[src/rtl/rk_sdram_arbiter.sv]
// rk_sdram_arbiter
// Shares the single SDRAM controller port between three users:
//   - the CPU (reads and writes),
//   - the video DMA (reads only),
//   - an internal periodic auto-refresh generator.
// Priority is fixed: REF > VID > CPU. A starvation guard lets a CPU that has
// waited CPU_MAXWAIT cycles outrank the video DMA; refresh still goes first.
// Only one transaction is outstanding at a time, and grants are never pipelined.
//
// Ports
//   clk, reset_n                 50 MHz clock, asynchronous active-low reset
//   cpu_req/we/addr/wdata        CPU request (level, held until cpu_done)
//   cpu_done, cpu_rdata          CPU completion pulse and held read data
//   vid_req/addr                 DMA read request (level, held until vid_done)
//   vid_done, vid_rdata          DMA completion pulse and held read data
//   mem_req/ref/we/addr/wdata    request to the SDRAM controller, held until mem_ack
//   mem_ack, mem_rdata           one-cycle completion and read data from the controller
//   tmo_flag                     sticky flag: some transaction timed out
module rk_sdram_arbiter #(
    parameter int ADDR_W      = 18,
    parameter int REF_PERIOD  = 390,
    parameter int CPU_MAXWAIT = 16,
    parameter int ACK_TMO     = 63
) (
    input  logic              clk,
    input  logic              reset_n,
    input  logic              cpu_req,
    input  logic              cpu_we,
    input  logic [ADDR_W-1:0] cpu_addr,
    input  logic [7:0]        cpu_wdata,
    output logic              cpu_done,
    output logic [7:0]        cpu_rdata,
    input  logic              vid_req,
    input  logic [ADDR_W-1:0] vid_addr,
    output logic              vid_done,
    output logic [7:0]        vid_rdata,
    output logic              mem_req,
    output logic              mem_ref,
    output logic              mem_we,
    output logic [ADDR_W-1:0] mem_addr,
    output logic [7:0]        mem_wdata,
    input  logic              mem_ack,
    input  logic [7:0]        mem_rdata,
    output logic              tmo_flag
);
    localparam int REF_W  = $clog2(REF_PERIOD);
    localparam int WAIT_W = $clog2(CPU_MAXWAIT + 1);
    localparam int TMO_W  = $clog2(ACK_TMO + 1);
    localparam logic [REF_W-1:0]  REF_LAST = REF_W'(REF_PERIOD - 1);
    localparam logic [WAIT_W-1:0] WAIT_MAX = WAIT_W'(CPU_MAXWAIT);
    localparam logic [TMO_W-1:0]  TMO_LAST = TMO_W'(ACK_TMO - 1);

    typedef enum logic [2:0] {IDLE, S_REF, S_VID, S_CPU, S_DONE} state_t;

    state_t             state;
    state_t             next_state;
    logic [REF_W-1:0]   ref_cnt;
    logic               ref_pend;
    logic [WAIT_W-1:0]  wait_cnt;
    logic [TMO_W-1:0]   tmo_cnt;
    logic               grant;
    logic               ack_end;
    logic               tmo_end;
    logic               ref_wrap;

    assign ref_wrap = (ref_cnt == REF_LAST);

    always_ff @(posedge clk or negedge reset_n) begin
        if (!reset_n) begin
            state <= IDLE;
        end else begin
            state <= next_state;
        end
    end

    // Arbitration and transaction termination. An ack in the same cycle as
    // the timeout wins, so a late-but-valid completion is never discarded.
    always_comb begin
        next_state = state;
        grant      = 1'b0;
        ack_end    = 1'b0;
        tmo_end    = 1'b0;
        case (state)
            IDLE: begin
                if (ref_pend) begin
                    next_state = S_REF;
                end else if (cpu_req && (wait_cnt == WAIT_MAX)) begin
                    next_state = S_CPU;
                end else if (vid_req) begin
                    next_state = S_VID;
                end else if (cpu_req) begin
                    next_state = S_CPU;
                end
                grant = (next_state != IDLE);
            end
            S_REF, S_VID, S_CPU: begin
                if (mem_ack) begin
                    next_state = S_DONE;
                    ack_end    = 1'b1;
                end else if (tmo_cnt == TMO_LAST) begin
                    next_state = S_DONE;
                    tmo_end    = 1'b1;
                end
            end
            S_DONE: begin
                next_state = IDLE;
            end
            default: begin
                next_state = IDLE;
            end
        endcase
    end

    // Refresh timer. A wrap landing on the same edge as entry to S_REF keeps
    // ref_pend set, because that wrap represents a further refresh owed.
    always_ff @(posedge clk or negedge reset_n) begin
        if (!reset_n) begin
            ref_cnt  <= '0;
            ref_pend <= 1'b0;
        end else if (ref_wrap) begin
            ref_cnt  <= '0;
            ref_pend <= 1'b1;
        end else begin
            ref_cnt <= ref_cnt + 1'b1;
            if (grant && (next_state == S_REF)) begin
                ref_pend <= 1'b0;
            end
        end
    end

    // CPU starvation counter, saturating at CPU_MAXWAIT.
    always_ff @(posedge clk or negedge reset_n) begin
        if (!reset_n) begin
            wait_cnt <= '0;
        end else if (!cpu_req || (grant && (next_state == S_CPU))) begin
            wait_cnt <= '0;
        end else if ((state != S_CPU) && (wait_cnt != WAIT_MAX)) begin
            wait_cnt <= wait_cnt + 1'b1;
        end
    end

    // Controller-side request registers, completion pulses and read data.
    always_ff @(posedge clk or negedge reset_n) begin
        if (!reset_n) begin
            mem_req   <= 1'b0;
            mem_ref   <= 1'b0;
            mem_we    <= 1'b0;
            mem_addr  <= '0;
            mem_wdata <= '0;
            tmo_cnt   <= '0;
            cpu_done  <= 1'b0;
            vid_done  <= 1'b0;
            cpu_rdata <= '0;
            vid_rdata <= '0;
            tmo_flag  <= 1'b0;
        end else begin
            cpu_done <= 1'b0;
            vid_done <= 1'b0;
            if (grant) begin
                mem_req <= 1'b1;
                tmo_cnt <= '0;
                if (next_state == S_REF) begin
                    mem_ref   <= 1'b1;
                    mem_we    <= 1'b0;
                    mem_addr  <= '0;
                    mem_wdata <= '0;
                end else if (next_state == S_VID) begin
                    mem_ref   <= 1'b0;
                    mem_we    <= 1'b0;
                    mem_addr  <= vid_addr;
                    mem_wdata <= '0;
                end else begin
                    mem_ref   <= 1'b0;
                    mem_we    <= cpu_we;
                    mem_addr  <= cpu_addr;
                    mem_wdata <= cpu_wdata;
                end
            end else if (ack_end || tmo_end) begin
                mem_req <= 1'b0;
                if (tmo_end) begin
                    tmo_flag <= 1'b1;
                end
                if (state == S_CPU) begin
                    cpu_done <= 1'b1;
                    if (!mem_we) begin
                        cpu_rdata <= tmo_end ? 8'hFF : mem_rdata;
                    end
                end
                if (state == S_VID) begin
                    vid_done  <= 1'b1;
                    vid_rdata <= tmo_end ? 8'hFF : mem_rdata;
                end
            end else if (mem_req) begin
                tmo_cnt <= tmo_cnt + 1'b1;
            end
        end
    end
endmodule

[config.mk]
export PLATFORM = sky130hd
export DESIGN_NAME = rk_sdram_arbiter
export DESIGN_NICKNAME = d
export VERILOG_FILES = /design/src/rtl/rk_sdram_arbiter.sv
export SDC_FILE = /design/constraint.sdc
export NUM_CORES = 1
export LEC_CHECK = 0
export CAP_MARGIN = 25
export CORE_MARGIN = 2
export CORE_UTILIZATION = 63
export CTS_CLUSTER_SIZE = 16
export DETAILED_ROUTE_END_ITERATION = 10
export DONT_BUFFER_PORTS = 1
export GPL_ROUTABILITY_DRIVEN = 0
export PLACE_DENSITY = 0.79
export SYNTH_ARGS = -nofsm -noshare
export SYNTH_HDL_FRONTEND = slang
export SYNTH_SLANG_ARGS = --single-unit
[constraint.sdc]
create_clock -name clk -period 2.75 [get_ports clk]
set_clock_uncertainty 0.1 [all_clocks]
set_input_delay 0.6875 -clock clk [delete_from_list [all_inputs] [get_ports clk]]
set_output_delay 0.6875 -clock clk [all_outputs]
set_load 0.01 [all_outputs]
Word-level counts from Yosys, hierarchy flattened
Cells that the tools add are included.
W data, S select, Z words.
{ "word_totals": {"ff_bits": 72, "in_bits": 58} }
{ "op_classes": {"n_eq_ne": 12, "n_mux": 38, "addsub": 3, "reduce_logical": 18, "bitwise": 2} }
{ "op_table": {"columns": ["cell", "n"], "rows": [
  ["$mux W18", 2],
  ["$mux W8", 3],
  ["$mux W3", 7],
  ["$mux W1", 19],
  ["$mux W6", 3],
  ["$eq A3 B2 Y1 const B", 4],
  ["$mux W5", 2],
  ["$add A9 B1 Y9 const B", 1],
  ["$eq A9 B9 Y1 const B", 1],
  ["$mux W9", 1],
  ["$reduce_bool A2 Y1", 4],
  ["$add A6 B1 Y6 const B", 1],
  ["$eq A3 B1 Y1 const B", 2],
  ["$eq A6 B6 Y1 const B", 1],
  ["$pmux W3 S2", 1],
  ["$reduce_and A3 Y1", 2],
  ["$add A5 B1 Y5 const B", 1],
  ["$eq A5 B5 Y1 const B", 1],
  ["$ne A5 B5 Y1 const B", 1],
  ["$logic_and A1 B1 Y1", 4],
  ["$reduce_and A4 Y1", 1],
  ["$logic_not A3 Y1", 1],
  ["$ne A3 B2 Y1 const B", 1],
  ["$reduce_bool A3 Y1", 1],
  ["other kinds (6)", 8]
]} }

Logic depth before layout (Yosys ltp)
Gate-level depths: netlist of run 1.
{ "depth": {"word_depth": 10, "ltp_mapped": 8, "ltp_nobuf": 7} }

Worst setup path after synthesis of run 1
OpenSTA, ideal clock, no wires.
{ "synth_path": {"path_type": "input to register", "start": "input port cpu_req", "end": "register tmo_cnt[4]", "setup_time_ps": 95, "path_stages": 5, "path_slack_ps": 731, "arrival_time_ps": 1824, "n_path_buf": 1, "required_time_ps": 2555, "cell_sequence": "or3_1 > nand2_1 > clkbuf_1 > o311ai_0 > o31ai_1"} }
{ "synth_between": {"elab_chain_len": 9} }
{ "synth_rtl": {"columns": ["element", "line_no", "rtl"], "rows": [
  ["from (decl)", "27", "input logic cpu_req,"],
  ["$mux W3", "91", "end else if (cpu_req) begin"],
  ["$mux W3", "89", "end else if (vid_req) begin"],
  ["$mux W3 (*)", "87", "end else if (cpu_req && (wait_cnt == WAIT_MAX)) begin"],
  ["$mux W3 (*)", "85", "if (ref_pend) begin"],
  ["$mux W3 (*)", "83", "case (state)"],
  ["$reduce_bool A3 Y1 (*)", "94", "grant = (next_state != IDLE);"],
  ["$mux W1 (*)", "83", null],
  ["$ne A2 B2 Y1 (no line) or $reduce_bool A2 Y1 (tied branches)", null, null],
  ["$reduce_and A2 Y1 (no line)", null, null],
  ["to (signal assigned)", "194", "tmo_cnt <= tmo_cnt + 1'b1;"],
  ["to (decl)", "60", "logic [TMO_W-1:0] tmo_cnt;"]
]} }
Mark *: on every way between the ends. The rest lies on a longest branch, timed or not. The select of a mux whose other input is x is not followed.
A chain may end at the register's enable or synchronous reset.

Worst setup path in the final report of run 1
{ "layout_path": {"start": "register wait_cnt[0]", "end": "register mem_we"} }
{ "layout_between": {"elab_chain_len": 9} }
{ "layout_rtl": {"columns": ["element", "line_no", "rtl"], "rows": [
  ["from (decl)", "59", "logic [WAIT_W-1:0] wait_cnt;"],
  ["from (signal assigned)", "138", "wait_cnt <= wait_cnt + 1'b1;"],
  ["$eq A5 B5 Y1 (*)", "87", null],
  ["$logic_and A1 B1 Y1 (*)", "87", null],
  ["$mux W3 (*)", "87", null],
  ["$mux W3 (*)", "85", null],
  ["$mux W3 (*)", "83", null],
  ["$pmux W3 S2 (*)", "83", null],
  ["via next_state[0]", "56", "state_t next_state;"],
  ["$eq A3 B2 Y1", "167", "end else if (next_state == S_VID) begin"],
  ["$mux W1", "167", null],
  ["$mux W1 (*)", "162", "if (next_state == S_REF) begin"],
  ["to (signal assigned)", "174", "mem_we <= cpu_we;"],
  ["to (decl)", "39", "output logic mem_we,"]
]} }
Mark *: on every way through the listed nets, which the timed path passes. The rest lies on a longest branch. The select of a mux whose other input is x is not followed.

==> results list, run 1 <==
- The run finished with clean final reports.
- The HPWL after detailed placement is 4950 um.
* Crit end category: flip-flop
- Worst hold-check path type: input port to async pin
* Share of the clock period used by the worst path: 77.5%
* Overall routing resource usage: 25.5%
* DR pass1 iterations: 4
* Global-route wire length before repair: 11800 um
- Maximum number of pins on one net before global-route repair: 73
- After clock tree synthesis, the clock-pin slew on the worst setup and hold paths is 0.07 ns.
- The tool flagged a number of max-cap violations equal to 0.
* Via count of the first global-routing pass: 2352
- After detailed routing, the number of vias per cell comes to 6.25.
- For the pin with the worst max-slew slack, the measured transition is 0.682 ns.
* Area of the placeable core: 5110 um2
* Area fraction of the dominant cell type after synthesis: 53.8%
* Layout net count: 370
- The die is 76.9 um wide.
* Most numerous cell in the Yosys netlist: sky130_fd_sc_hd__dfrtp_1
- Counting flops with an async set or reset pin after synthesis yields a share of 100%.
* Antenna violations before repair: 0
- The largest total area in the synthesized netlist belongs to sky130_fd_sc_hd__dfrtp_1.
- Critical-path top delay cell: sky130_fd_sc_hd__dfrtp_1
- Synthesis produced a netlist whose cell count is 304.
* Sequence of cells on the critical path: inv_1 -> ha_1 -> nand4bb_1 -> o221a_1 -> buf_4 -> o21ai_2 -> a32o_1
- Relative to the synthesized area, the layout overhead comes to 9.15%.
- Flops & latches, synth: 72
- Multi-input gate area in the final layout: 1440 um2
- Met2 global-route usage: 40.8%
- During placement, the flow inserted port buffers numbering 0.
* Global routing usage on met3: 7.29%
* Clock Tree Buf Depth: 2
* Final critical path time including I/O delays and setup: 2.13 ns
* IO Count: 106
- Sink count of the clock tree: 72
- The critical path is of the flip-flop to flip-flop type.
- Clock latency reported for the late side of the worst-skew pair: 0.34 ns
- CTS placed an instance of sky130_fd_sc_hd__clkbuf_8 at the clock tree root.
- Largest stage delay on the critical path: 0.40 ns
* Headroom to the max-slew limit: 54.3%
* Largest fanout of any net on the critical path: 19
* Sequential cell area: 1800 um2
- Fin. max-slew vios: 0
- In the routed design, unresolved DRC markers number 0.
* DRT iter0 DRCs: 179
- Buffers inserted during clock tree synthesis total 9.
- The routed layout has 2383 vias.
* Overall die height: 76.9 um
- Data arrives at the worst endpoint at 2.31 ns.
* Number of enable-type register cells in the synthesized netlist: 0
* Setup repair after global routing missed its margin: no
- Syn avg cell area: 11.0 um2
* Full die area: 5920 um2
* Final setup TNS: 0 ns
* Number of nets still failing antenna checks after routing: 0
- Worst Setup Start Kind: flip-flop
* Final Worst Setup Slack: 0.618 ns
- Wire per inst: 18.9 um
* Layout cell share with drive strength beyond 1: 18.0%
* Grt ovf: 0
* Number of core rows: 26
- Synthesis produced a netlist with a net count of 368.
- Met1 Track Usage GR: 32.9%
* Fill count: 354
- The total count of hold-check failures in the final report came to 0.
- Max IR drop VDD: 0.647 mV
- CTS H-Tree Depth: 3
- TritonCTS clock tree: done
- Cell types with the highest counts after synthesis: 72 x sky130_fd_sc_hd__dfrtp_1, 44 x sky130_fd_sc_hd__nand2_1, 23 x sky130_fd_sc_hd__nand4_1
* Power density relative to cell area: 1070 nW/um2
- Prior to clock tree synthesis, the placed netlist has a worst setup slack of 0.620 ns.
- In the synthesized netlist the dominant register cell turns out to be sky130_fd_sc_hd__dfrtp_1.
- Static timing analysis puts the maximum clock frequency at 0.469 GHz.
- After clock tree synthesis, the repair step resized 0 gates.
- The mapped netlist covers 3350 um2.
- Number of diodes added for antenna fixing: 0
* Yosys warnings: 0
- The initial utilization of the core area, before any placement, comes to 65.6%.
* Worst Path Required: 2.93 ns
* Sequential element share of the synthesized area: 53.8%
- Final setup violation count: 0
* Top area cells in the synthesized netlist: sky130_fd_sc_hd__dfrtp_1 54%, sky130_fd_sc_hd__nand2_1 4.9%, sky130_fd_sc_hd__nand4_1 4.3%, sky130_fd_sc_hd__o211ai_1 4.3%, sky130_fd_sc_hd__mux2_4 3.6%
- Final Routed Wirelength: 7190 um
* Global-route layer with the greatest usage: met2
- Lkg Pwr: 1.62 nW
- Number of different library cells in the post-synthesis netlist: 48
-- path summary, 6_finish.rpt --
path,startpoint,to,slack (ns),depth (start not counted)
worst min-delay path,reset_n,vid_rdata[3]$_DFFE_PN0P_,0.12,1
worst max register to register,wait_cnt[0]$_DFFE_PN0P_,mem_we$_DFFE_PN0N_,0.62,7
min in group clk,ref_cnt[5]$_DFF_PN0_,ref_cnt[5]$_DFF_PN0_,0.39,1
max in group asynchronous,reset_n,mem_addr[13]$_DFFE_PN0N_,2.15,1
worst max-delay path,wait_cnt[0]$_DFFE_PN0P_,mem_we$_DFFE_PN0N_,0.62,7
worst min register to register,ref_cnt[5]$_DFF_PN0_,ref_cnt[5]$_DFF_PN0_,0.39,1
-- per-stage QoR --
stage	hold WS, ns	area, um2	utilization [%]	std cells	power [mW]
6_report	0.123	3660	71.6	381	3.93
5_1_grt	0.148	3660	71.6	381	4.18
4_1_cts	0.135	3660	71.6	381	3.94
3_5_place_dp	0.294	3420	67.0	364	3.07
3_3_place_gp	0.293	3420	67.0	364	3.00
2_1_floorplan	0.292	3350	-	304	2.76
-- routing by layer --
layer  routed length [um]  vias to the layer above
met5                    0                        -
met4                  121                        0
met3                  584                       12
met2                 3530                      107
met1                 2950                     1157
li1                     -                     1107
-- area by class of cell --
| class | count | area share [%] |
|---|---|---|
| Clock buffer | 11 | 4.14 |
| Clock inverter | 5 | 1.51 |
| Inverter | 11 | 1.13 |
| Multi-Input combinational cell | 206 | 39.4 |
| Sequential cell | 72 | 49.3 |
| Tap cell | 70 | 2.40 |
| Timing Repair Buffer | 6 | 2.12 |
-- cell usage in the layout (no fill, tap or decap), drive strengths merged, types with 2 or more instances in the layout --
cell,n
a21oi,3
a31oi,2
a32o,9
and3,3
buf,6
clkbuf,11
clkinv,2
clkinvlp,2
dfrtp,72
ha,6
inv,11
mux2,16
nand2,44
nand2b,4
nand3,11
nand4,23
nor2,16
nor3,3
o211ai,19
o21ai,2
o311ai,3
o31ai,3
or2,9
or3,2
or4,2
xnor2,5
xor2,5
-- logic make-up after synthesis --
kind of cell    after synthesis  share of synthesized area [%]
compound gates               49                           12.2
xor+xnor                     10                           2.61
fa+ha+maj                     6                           2.24
buf+inv                      26                           3.32
flops                        72                           53.8
mux                          17                           6.57
simple gates                124                           19.3
-- flip-flops by register name, summed over array words and instances, names as in the netlist, 3 cells and up --
signal / cells
mem_addr: 18
cpu_rdata: 8
ref_cnt: 9
state: 3
tmo_cnt: 6
vid_rdata: 8
wait_cnt: 5
mem_wdata: 8
-- worst max-delay path, delay by kind of cell (launching register included) --
| kind | cells | cell delay, ns |
|---|---|---|
| adders and majority gates | 1 | 0.15 |
| DFF | 1 | 0.40 |
| buffers and inverters | 2 | 0.31 |
| AOI/OAI and AO/OA | 3 | 0.90 |
| and+or+nand+nor | 1 | 0.21 |
-- power by group --
group	internal [mW]	switching (mW)	total [mW]
Combinational	0.516	0.631	1.15
Sequential	1.44	0.493	1.94
Clock	0.465	0.378	0.843
-- timing repair --
action | CTS | global route
hold endpoints to repair | 72 | 0
setup endpoints to repair | 0 | 0
hold buffers | 1 | 0
buffers inserted | 0 | 0
(Power assumes the default switching activity.)
==> run 2: changes to the inputs <==
--- a/config.mk
+++ b/config.mk
@@ -5,14 +5,15 @@
 export SDC_FILE = /design/constraint.sdc
 export NUM_CORES = 1
 export LEC_CHECK = 0
+export ABC_AREA = 1
 export CAP_MARGIN = 25
 export CORE_MARGIN = 2
-export CORE_UTILIZATION = 63
+export CORE_UTILIZATION = 57
 export CTS_CLUSTER_SIZE = 16
 export DETAILED_ROUTE_END_ITERATION = 10
 export DONT_BUFFER_PORTS = 1
 export GPL_ROUTABILITY_DRIVEN = 0
-export PLACE_DENSITY = 0.79
+export PLACE_DENSITY = 0.75
 export SYNTH_ARGS = -nofsm -noshare
 export SYNTH_HDL_FRONTEND = slang
 export SYNTH_SLANG_ARGS = --single-unit
==> constraint.sdc (replaced) <==
create_clock -name clk -period 1.9 [get_ports clk]
set_clock_uncertainty 0.1 [all_clocks]
set_input_delay 0.475 -clock clk [delete_from_list [all_inputs] [get_ports clk]]
set_output_delay 0.475 -clock clk [all_outputs]
set_load 0.01 [all_outputs]
==> run 2 against run 1 <==
Compared with the run above:
- the flow now finishes with violations (negative hold slack)
- fmax rose by 23%
- flip-flop and latch count did not move
- via count rose by 19%
- clock power rose by 28%
- design area rose by 7.6%
- combinational power rose by 100%
==> results list, run 2 <==
- Met3 wire length: 492 um
* Relative area change from synthesis to final layout: 10.0%
- In this run the deepest clock path goes through 2 buffers.
- Critical R2R Capture: ref_pend$_DFFE_PN0P_
- The run finished, with violations left.
* Highest layer used for signal routing: met4
- Top area cells in the synthesized netlist: sky130_fd_sc_hd__dfrtp_1 50%, sky130_fd_sc_hd__nand2_1 14%, sky130_fd_sc_hd__inv_1 8.5%, sky130_fd_sc_hd__nand3_1 5.3%, sky130_fd_sc_hd__nand4_1 3.7%
- Synthesized-area fraction occupied by xor and xnor cells: 2.94%
- Worst Setup Start Kind: flip-flop
- The total area inside the core boundary comes to 5990 um2.
- In this run, the number of DRC markers left after iteration 0 of detailed routing was 162.
- The routed layout has 2824 vias.
- Violations in the final reports: negative hold slack
* Hold Violations, Final: 72
- Setup violations remaining at the end of the flow were counted as 0.
- Summing the areas of all and, or, nand and nor instances in the mapped netlist gives 28.9% of the synthesized area.
- Max-cap violations in this run came to 0.
* Maximum number of pins on one net before global-route repair: 73
- CTS clk-pin slew, worst paths: 0.08 ns
- Largest fanout of any net on the critical path: 5
- Full die area: 6920 um2
* Fill count: 500
- On the final layout, the worst hold slack is -0.282 ns.
* R2R setup slack: 0.16 ns
* Setup repair after global routing missed its margin: no
- Final setup TNS: 0 ns
- Worst Path Required: 2.03 ns
* Post-Syn Instances: 449
* Most common cell after layout, fill and taps aside: sky130_fd_sc_hd__nand2_1
* Sequential element share of the synthesized area: 50.4%
- Die X: 83.2 um
* Sink count of the clock tree: 72
- Number of buffer cells added on primary ports: 0
* Leading cell types in the layout, fill and taps excluded: 132 x sky130_fd_sc_hd__nand2_1, 81 x sky130_fd_sc_hd__inv_1, 72 x sky130_fd_sc_hd__dfrtp_1
- Clock latency on the worst-skew pair, taken at its later pin, is 0.35 ns.
- STA puts the critical path data arrival time at 1.87 ns.
- Global-route wire length before repair: 13000 um
- Crit end category: flip-flop
- Share of cell area taken by muxes after synthesis: 0%
- The critical path is of the flip-flop to flip-flop type.
- The number of global-route vias before repair was 2880.
- For this design, the slowest cell found on the critical path is sky130_fd_sc_hd__dfrtp_1.
* Synth Area in Compound Gates: 3.85%
- Most used flip-flop cell after synthesis: sky130_fd_sc_hd__dfrtp_1
* DR pass1 iterations: 4
- Cell occurring most often along the worst timing path: sky130_fd_sc_hd__nand2_1
- Of the available clock period, the critical path in the final layout requires 91.6%.
- Number of clock buffers inserted by TritonCTS: 9
- Crit path capture: ref_pend$_DFFE_PN0P_
- Number of nets still failing antenna checks after routing: 0
* Lkg Pwr: 2.17 nW
- In the final routing, the length of wire on met1 measures 3220 um.
- Counting every net in the synthesized netlist gives 513.
* Largest family of logic cells by synthesized area: simple AND/OR/NAND/NOR gates
- TritonCTS clock tree: done
* Overall die height: 83.2 um
- Finished layout cell area: 3930 um2
* Fin. max-slew vios: 0
* Grt ovf: 0
- DRC Markers: 0
- After synthesis, the netlist uses 28 different library cells.
- Layout cell share with drive strength beyond 1: 11.2%
- The net count of the finished layout is 525.
- Flops & latches, synth: 72
- Cell types with the highest counts after synthesis: 134 x sky130_fd_sc_hd__nand2_1, 81 x sky130_fd_sc_hd__inv_1, 72 x sky130_fd_sc_hd__dfrtp_1
- Number of diodes added for antenna fixing: 0
* Tightest Pin Transition: 0.530 ns
- Overall routing resource usage: 23.2%
- Of the post-synthesis cell area, the dominant cell type holds 50.4%.
- Worst hold-check path type: input port to async pin
- Biggest regs: mem_addr (18), ref_cnt (9)
- Yosys warnings: 0
* Sequence of cells on the critical path: inv_1 -> ha_1 -> nand2_1 -> inv_1 -> nand3_1 -> nand2_1 -> nand2_2 -> buf_4 -> nand2_1 -> nand2_1 -> o21ai_1 -> nand2_1
- Ranked by flip-flop count, first place goes to mem_addr.
- Antenna violations before repair: 0
- Cell area after technology mapping: 3570 um2
- For this block, the routed nets add up to 7570 um of wire.
- Number of enable-type register cells in the synthesized netlist: 0
- The largest single stage delay on the critical path is 0.42 ns.
- The register with the most flip-flops in the layout has 18 of them.
* Final critical path time including I/O delays and setup: 1.74 ns
- The worst register-to-register path begins at wait_cnt[0]$_DFFE_PN0P_.
* Power density relative to cell area: 1550 nW/um2
- Wire per inst: 14.0 um
- Pin placement for this block handled 106 I/O pins.
- CTS root buffer: sky130_fd_sc_hd__clkbuf_8
* Total cell area at the placement stage: 3730 um2
- Syn avg cell area: 7.96 um2
* Initial core utilization: 59.6%
* Number of core rows: 28
- Summing the areas of all fa, ha and maj instances in the mapped netlist gives 2.10% of the synthesized area.
- In this run the tightest slew margin relative to its limit is 64.4%.
- Most area-hungry cell type in the Yosys netlist: sky130_fd_sc_hd__dfrtp_1
* Mean number of vias per cell: 5.22
- HPWL after DPL: 5410 um
* Asr flop ratio synth: 100%
* Worst setup path start: wait_cnt[0]$_DFFE_PN0P_
* Routed met2 length: 3750 um
* CTS H-Tree Depth: 3
- Max Clk Rate: 0.575 GHz
- Yosys instantiated no cell more often than sky130_fd_sc_hd__nand2_1.
- The number of cells on the worst reg-to-reg path is 12.
- The worst-case IR drop observed on VDD is 0.773 mV.
run 2: cell types whose count changed in the layout (fill, tap and decap cells not counted), sizes merged, moves of 8 or more:
| cell | change |
|---|---|
| a32o | -9 |
| buf | +10 |
| inv | +78 |
| mux2 | -16 |
| nand2 | +93 |
| nand3 | +28 |
| nor2 | +9 |
| o211ai | -19 |
| o21ai | +22 |
| or2 | -8 |
run 2: timing repair:
item | in CTS | in global routing
resized for setup | 0 | 5
buffers inserted | 0 | 2
hold endpoints to repair | 72 | 72
endpoints found under the setup margin | 0 | 8
run 2: cells by family after synthesis:
| family | after synthesis |
|---|---|
| simple gates | 231 |
| flops | 72 |
| xor+xnor | 12 |
| compound gates | 26 |
| fa+ha+maj | 6 |
| buf+inv | 102 |
run 2: final cells by class:
type | count | area [um2] | area share (%)
Sequential cell | 72 | 1800 | 45.8
Multi-Input combinational cell | 275 | 1370 | 34.8
Inverter | 87 | 327 | 8.30
Timing Repair Buffer | 16 | 170 | 4.33
Clock buffer | 10 | 128 | 3.25
Tap cell | 75 | 93.8 | 2.39
Clock inverter | 6 | 43.8 | 1.11
run 2: per-stage QoR:
stage,utilization [%],std cells,hold WS (ns),total power [mW],setup slack [ns]
finish,65.6,541,-0.282,6.11,0.160
global route,65.6,541,-0.310,6.60,0.00712
CTS,65.1,539,-0.297,6.11,0.118
detailed placement,62.2,523,0.0814,5.02,0.140
global placement,62.2,523,0.0815,4.92,0.192
floorplan,-,449,0.0794,4.33,0.219
run 2: worst max-delay path, delay by kind of cell (launching register included):
kind	cells	cell delay, ns
AND/OR/NAND/NOR	7	0.50
adder cells (fa/ha/maj)	1	0.15
buffers and inverters	3	0.33
AO/OA/AOI/OAI	1	0.12
flip-flops	1	0.42
run 2: worst min path at each step:
stage | startpoint | endpoint | slack [ns]
floorplan | reset_n | cpu_done$_DFF_PN0_ | 0.08
global placement | reset_n | tmo_cnt[3]$_DFFE_PN0P_ | 0.08
detailed placement | reset_n | tmo_cnt[3]$_DFFE_PN0P_ | 0.08
CTS | reset_n | mem_wdata[4]$_DFFE_PN0N_ | -0.30
global route | reset_n | mem_we$_DFFE_PN0N_ | -0.31
finish | reset_n | tmo_cnt[0]$_DFFE_PN0P_ | -0.28
run 2: power by group:
group / internal (mW) / switching [mW] / total, mW / leakage (nW)
Sequential: 2.09 / 0.646 / 2.73 / 0.891
Combinational: 0.883 / 1.42 / 2.30 / 1.20
Clock: 0.481 / 0.597 / 1.08 / 0.0870
Total: 3.45 / 2.66 / 6.11 / 2.17
run 2: routing by layer:
layer	global-route usage (%)	vias to the layer above
li1	-	1407
met1	28.5	1307
met2	39.3	99
met3	5.67	11
met4	9.09	0
met5	0	-
